==> config.mk <==
export PLATFORM = sky130hd
export DESIGN_NAME = echo_tap_scheduler
export DESIGN_NICKNAME = d
export VERILOG_FILES = /design/src/rtl/echo_pkg.sv /design/src/rtl/echo_tap_scheduler.sv
export SDC_FILE = /design/constraint.sdc
export NUM_CORES = 1
export LEC_CHECK = 0
export CAP_MARGIN = 40
export CORE_MARGIN = 1.5
export CORE_UTILIZATION = 30
export DETAILED_ROUTE_END_ITERATION = 8
export PLACE_DENSITY = 0.57
export SLEW_MARGIN = 10
export SYNTH_ARGS = -nofsm -noshare
export SYNTH_HDL_FRONTEND = slang
export SYNTH_SLANG_ARGS = --single-unit
==> constraint.sdc <==
create_clock -name clk_in -period 8.74 [get_ports clk_in]
set_clock_uncertainty 0.2 [all_clocks]
set_input_delay 1.748 -clock clk_in [delete_from_list [all_inputs] [get_ports clk_in]]
set_output_delay 1.748 -clock clk_in [all_outputs]
set_load 0.02 [all_outputs]
==> src/rtl/echo_pkg.sv <==
// Shared types and default constants for the echo tap scheduler.
package echo_pkg;

   localparam int unsigned DEPTH_DEF   = 18000;
   localparam int unsigned DELAY1_DEF  = 1500;
   localparam int unsigned DELAY2_DEF  = 3000;
   localparam int unsigned RAM_LAT_DEF = 2;

   localparam int unsigned AW    = 16;
   localparam int unsigned DW    = 8;
   localparam int unsigned ACC_W = 10;

   typedef enum logic [2:0] {IDLE, TAP0, TAP1, TAP2, DRAIN, OUT} state_t;

   // Tag travelling alongside an outstanding read; live=0 means the tap contributes 0.
   typedef struct packed {
      logic       live;
      logic [1:0] tap;
   } tap_tag_t;

   // Clamp the wide accumulator into the signed 8-bit sample range.
   function automatic logic signed [DW-1:0] sat_mix(input logic signed [ACC_W-1:0] v);
      if (v > 10'sd127)
         return 8'sd127;
      else if (v < -10'sd128)
         return -8'sd128;
      else
         return DW'(v);
   endfunction

endpackage

==> src/rtl/echo_tap_scheduler.sv <==
// Records samples into an external buffer and, on each playback strobe,
// mixes the current sample with two delayed echo taps read back from it.
module echo_tap_scheduler
   import echo_pkg::*;
#(
   parameter int unsigned DEPTH   = DEPTH_DEF,
   parameter int unsigned DELAY1  = DELAY1_DEF,
   parameter int unsigned DELAY2  = DELAY2_DEF,
   parameter int unsigned RAM_LAT = RAM_LAT_DEF
)(
   input  logic                 clk_in,
   input  logic                 rst_in,
   input  logic signed [DW-1:0] audio_in,
   input  logic                 audio_valid_in,
   input  logic                 record_in,
   output logic                 ram_we_out,
   output logic [AW-1:0]        ram_waddr_out,
   output logic [DW-1:0]        ram_wdata_out,
   output logic [AW-1:0]        ram_raddr_out,
   input  logic signed [DW-1:0] ram_rdata_in,
   output logic signed [DW-1:0] mix_out,
   output logic                 mix_valid_out,
   output logic [AW-1:0]        rec_len_out,
   output logic                 busy_out,
   output logic                 finish_out,
   output logic                 overrun_out
);

   state_t                    state;
   logic                      record_d;
   logic [AW-1:0]             rec_len;
   logic [AW-1:0]             play_addr;
   logic signed [ACC_W-1:0]   acc;
   tap_tag_t [RAM_LAT-1:0]    pipe;
   logic [7:0]                drain_cnt;

   logic                      rec_rise;
   logic                      wr_en;
   logic [AW-1:0]             wr_addr;
   logic                      mask1;
   logic                      mask2;
   tap_tag_t                  head;
   logic signed [ACC_W-1:0]   tap_val;
   logic signed [ACC_W-1:0]   acc_sum;

   assign rec_len_out = rec_len;

   // Write port, tap masking and the contribution of the read returning this cycle.
   always_comb begin
      rec_rise      = record_in & ~record_d;
      wr_addr       = rec_rise ? '0 : rec_len;
      wr_en         = rst_in & record_in & audio_valid_in & (wr_addr < AW'(DEPTH));
      ram_we_out    = wr_en;
      ram_waddr_out = wr_en ? wr_addr : '0;
      ram_wdata_out = wr_en ? audio_in : '0;
      mask1         = AW'(DELAY1) > play_addr;
      mask2         = AW'(DELAY2) > play_addr;
      head          = pipe[RAM_LAT-1];
      tap_val       = '0;
      if (head.live) begin
         case (head.tap)
            2'd0:    tap_val = ACC_W'(ram_rdata_in);
            2'd1:    tap_val = ACC_W'(ram_rdata_in) >>> 1;
            default: tap_val = ACC_W'(ram_rdata_in) >>> 2;
         endcase
      end
      acc_sum = acc + tap_val;
   end

   always_ff @(posedge clk_in or negedge rst_in) begin
      if (!rst_in) begin
         state         <= IDLE;
         record_d      <= 1'b0;
         rec_len       <= '0;
         play_addr     <= '0;
         acc           <= '0;
         pipe          <= '0;
         drain_cnt     <= '0;
         mix_out       <= '0;
         mix_valid_out <= 1'b0;
         busy_out      <= 1'b0;
         finish_out    <= 1'b0;
         overrun_out   <= 1'b0;
         ram_raddr_out <= '0;
      end else begin
         record_d      <= record_in;
         finish_out    <= record_d & ~record_in & (rec_len != '0);
         mix_valid_out <= 1'b0;
         acc           <= acc_sum;

         if (wr_en)
            rec_len <= wr_addr + AW'(1);
         else if (rec_rise)
            rec_len <= '0;

         if (audio_valid_in && !record_in && busy_out)
            overrun_out <= 1'b1;

         // Tags age in step with the buffer read latency.
         for (int i = RAM_LAT - 1; i > 0; i--)
            pipe[i] <= pipe[i-1];
         pipe[0] <= '0;

         unique case (state)
            IDLE: begin
               if (audio_valid_in && !record_in && rec_len != '0) begin
                  state         <= TAP0;
                  busy_out      <= 1'b1;
                  ram_raddr_out <= play_addr;
                  acc           <= '0;
               end
            end
            TAP0: begin
               pipe[0]       <= '{live: 1'b1, tap: 2'd0};
               ram_raddr_out <= mask1 ? '0 : play_addr - AW'(DELAY1);
               state         <= TAP1;
            end
            TAP1: begin
               pipe[0]       <= '{live: ~mask1, tap: 2'd1};
               ram_raddr_out <= mask2 ? '0 : play_addr - AW'(DELAY2);
               state         <= TAP2;
            end
            TAP2: begin
               pipe[0]       <= '{live: ~mask2, tap: 2'd2};
               ram_raddr_out <= '0;
               drain_cnt     <= 8'(RAM_LAT - 2);
               state         <= (RAM_LAT > 1) ? DRAIN : OUT;
            end
            DRAIN: begin
               if (drain_cnt == '0)
                  state <= OUT;
               else
                  drain_cnt <= drain_cnt - 8'(1);
            end
            OUT: begin
               mix_out       <= sat_mix(acc_sum);
               mix_valid_out <= 1'b1;
               play_addr     <= (play_addr + AW'(1) == rec_len) ? '0 : play_addr + AW'(1);
               busy_out      <= 1'b0;
               state         <= IDLE;
            end
            default: begin
               busy_out <= 1'b0;
               state    <= IDLE;
            end
         endcase

         // Recording pre-empts playback; a new recording restarts playback from the top.
         if (record_in && state != IDLE) begin
            state         <= IDLE;
            busy_out      <= 1'b0;
            mix_valid_out <= 1'b0;
            pipe          <= '0;
            ram_raddr_out <= '0;
         end
         if (rec_rise)
            play_addr <= '0;
      end
   end

endmodule

==> reports/metrics.cfg <==
[outcome]
outcome = finished clean

[power_and_ir_drop]
pwr-share-clk_pct = 36.4
p_seq_share_pct = 41.2
p_per_area_mw_per_mm2 = 150
worst_ir_drop_vdd_uv = 112
comb_power_share_pct = 22.4
p_sw_uw = 348
leakage_nw = 3.07
power_switching_share_pct = 31.6
internal_power_uw = 753

[placement]
hpwlAfterDp_um = 12300
place.gp.congestion = 0.863
port_buffers = 87
place_ws_ns = 2.02

[worst_setup_path]
crit_start = record_in
path_max_fanout = 20
cp_common_cell = clkdlybuf4s50_1
timing.rr.end = mix_out[1]
reg2reg_from = head[0]
worst_ep_required_time_ns = 6.79
critPathLaunchType = input pin
crit_cells = 5
arrival_ns = 4.75
worst_r2r_path_depth = 12
cpPeakStageDelay_ns = 0.88
crit_path_end = ram_waddr_out[0]
path_buf_inv = 2
cp_slowest_cell = clkdlybuf4s50_1
r2r_slack_ns = 4.94
cpLargestDelayFamily = buffers and inverters
cp-end-kind = output port
crit_chain = clkdlybuf4s50_1, nand2b_1, a31oi_2, ha_1, clkdlybuf4s50_1
worstSetupPathType = in2out

[global_routing]
grt_max_degree = 58
grt_pass1_wl_um = 27900
grt_pass1_vias = 5227
antenna_found_initial = 0
grt-ovfl-total = 0
grt.total_usage_pct = 17.2

[clock_network]
cts.htree.levels = 3
cts_setup_buffers = 0
cts_hold_buf = 0
clockBufferDepth = 2
path_clk_slew_ns = 0.07
cts-resized-gates = 0
clock_latency_ns = 0.36
cts_made_buffers = 9
cts.sinks = 88
cts_tree = built
cts_root_buffer = clkbuf_16

[synthesis]
synth.most_common_cell = dfrtp_1
yosys.area.top_type = dfrtp_1
synthArstFlopShare_pct = 100
synth_common_cells = 88 x dfrtp_1, 66 x nor2_1, 62 x nand2_1
synthFlopType = dfrtp_1
synth_cell_types = 72
syn_area_sq_mm = 0.00601
yosys-top-cells-area = dfrtp_1 37%, xnor2_1 4.8%, xor2_1 4.4%
synth_cells = 703
synth.net_count = 740
ys_ff_latch = 88
synth-seq-area-share_pct = 36.6
synth_edf_count = 0
synth_top_area_share_pct = 36.6
avgSynthCellArea_sq_um = 8.55
yosysWarnings = 0

[routing]
ant_nets = 0
dr_wl_met3_um = 930
highest_layer = met4
drt_iter0_markers = 343
met1_length_um = 7760
avgViaCountPerCell = 5.26
first_pass_iters = 5
vias = 5380
wl_per_cell_um = 16.7
met2_length_um = 8070
routed_wl_um = 17000
drcViolationCount = 0

[floorplanning]
initial_core_util_pct = 30.7
die_w_um = 145
core_sq_mm = 0.0196
rows = 51
fp.dieH_um = 145
fp.dieArea_sq_mm = 0.0209
pin_count = 89

[sta]
fmax_mhz = 149
max_slew_margin_pct = 47.3
tns_ns = 0
holdWs_ns = 0.250
fin_crit_sh_pct = 76.6
hold_viol = 0
rsz0062_at_grt = false
worstMarginPinSlew_ns = 0.788
slew_viol_final = 0
fin_ws_ns = 2.05
finalSetupViolCount = 0
period_minus_slack_ns = 6.69

[min_path]
hp-class = reg2reg
worstHoldStart = pipe[2]

[final_layout]
nNetsFinal = 790
n_antenna_cell = 0
syn_to_final_growth_pct = 21.9
final_util_pct = 37.4
drive_above_1_share_pct = 5.41

[job]
maxCapViolations = 0

-- registers in the layout, summed over array words and instances (netlist names), 3 cells and up --
| register | count |
|---|---|
| play_addr | 16 |
| acc | 10 |
| head | 3 |
| ram_raddr_out | 16 |
| rec_len_out | 16 |
| mix_out | 8 |
| pipe | 3 |
| state | 3 |
| drain_cnt | 8 |
-- cell usage in the layout (no fill, tap or decap), drive strengths merged, types with 12 or more instances in the layout --
cell / Yosys / layout
nor4: 12 / 12
nor3: 33 / 33
clkdlybuf4s50: 0 / 86
xnor2: 33 / 33
a31oi: 12 / 12
nand3: 28 / 28
dfrtp: 88 / 88
o21ai: 45 / 45
nand4: 12 / 12
nand2: 62 / 62
and3: 13 / 13
nor2: 66 / 66
ha: 16 / 16
and2: 40 / 40
inv: 12 / 15
xor2: 30 / 30
a21oi: 28 / 28
-- layout make-up --
type                    instances  area, sq um
clock buffers                   9          225
well taps                     265          332
repair buffers                 93          921
fillers                      2013        12300
inverters                      12         45.0
clock inverters                 7         77.6
multi-input cells             549         3520
flip-flops and latches         88         2200
-- per-layer routing --
metal  vias up  track usage, %
li1       2621               -
met1      2601            22.5
met4         0            6.22
met5         -               0
met3        18            3.28
met2       140            28.3
-- metrics by stage --
| stage | cells | power (mW) | instance area, sq um |
|---|---|---|---|
| floorplan | 703 | 0.622 | 6010 |
| global placement | 1005 | 0.704 | 7000 |
| detailed placement | 1007 | 0.706 | 7020 |
| CTS | 1023 | 1.11 | 7330 |
| global route | 1023 | 1.15 | 7330 |
| finish | 1023 | 1.10 | 7330 |
-- worst min-delay path by stage --
stage | end | slack [ns] | cells past startpoint
finish | head[2] | 0.25 | 1
global placement | head[2] | 0.23 | 1
floorplan | head[0] | 0.23 | 1
global route | head[2] | 0.27 | 1
CTS | head[2] | 0.25 | 1
detailed placement | head[2] | 0.24 | 1
-- kinds of logic (layout without fill, tap and decap cells) --
| group | after synthesis | after routing | share of synthesized area (%) |
|---|---|---|---|
| flops | 88 | 88 | 36.6 |
| other cells | 1 | 1 | 0.0624 |
| compound gates | 158 | 158 | 18.1 |
| fa+ha+maj | 17 | 17 | 3.66 |
| simple gates | 300 | 300 | 25.8 |
| buf+inv | 66 | 121 | 4.81 |
| xor+xnor | 63 | 63 | 9.18 |
| mux | 10 | 10 | 1.69 |
-- power groups by stage --
stage	clock, mW	combinational (mW)	sequential [mW]
finish	0.401	0.246	0.453
global route	0.427	0.271	0.457
CTS	0.410	0.246	0.453
global placement	0	0.244	0.461
floorplan	0	0.160	0.462
detailed placement	0	0.245	0.461
Power figures use the tool's default switching activity.
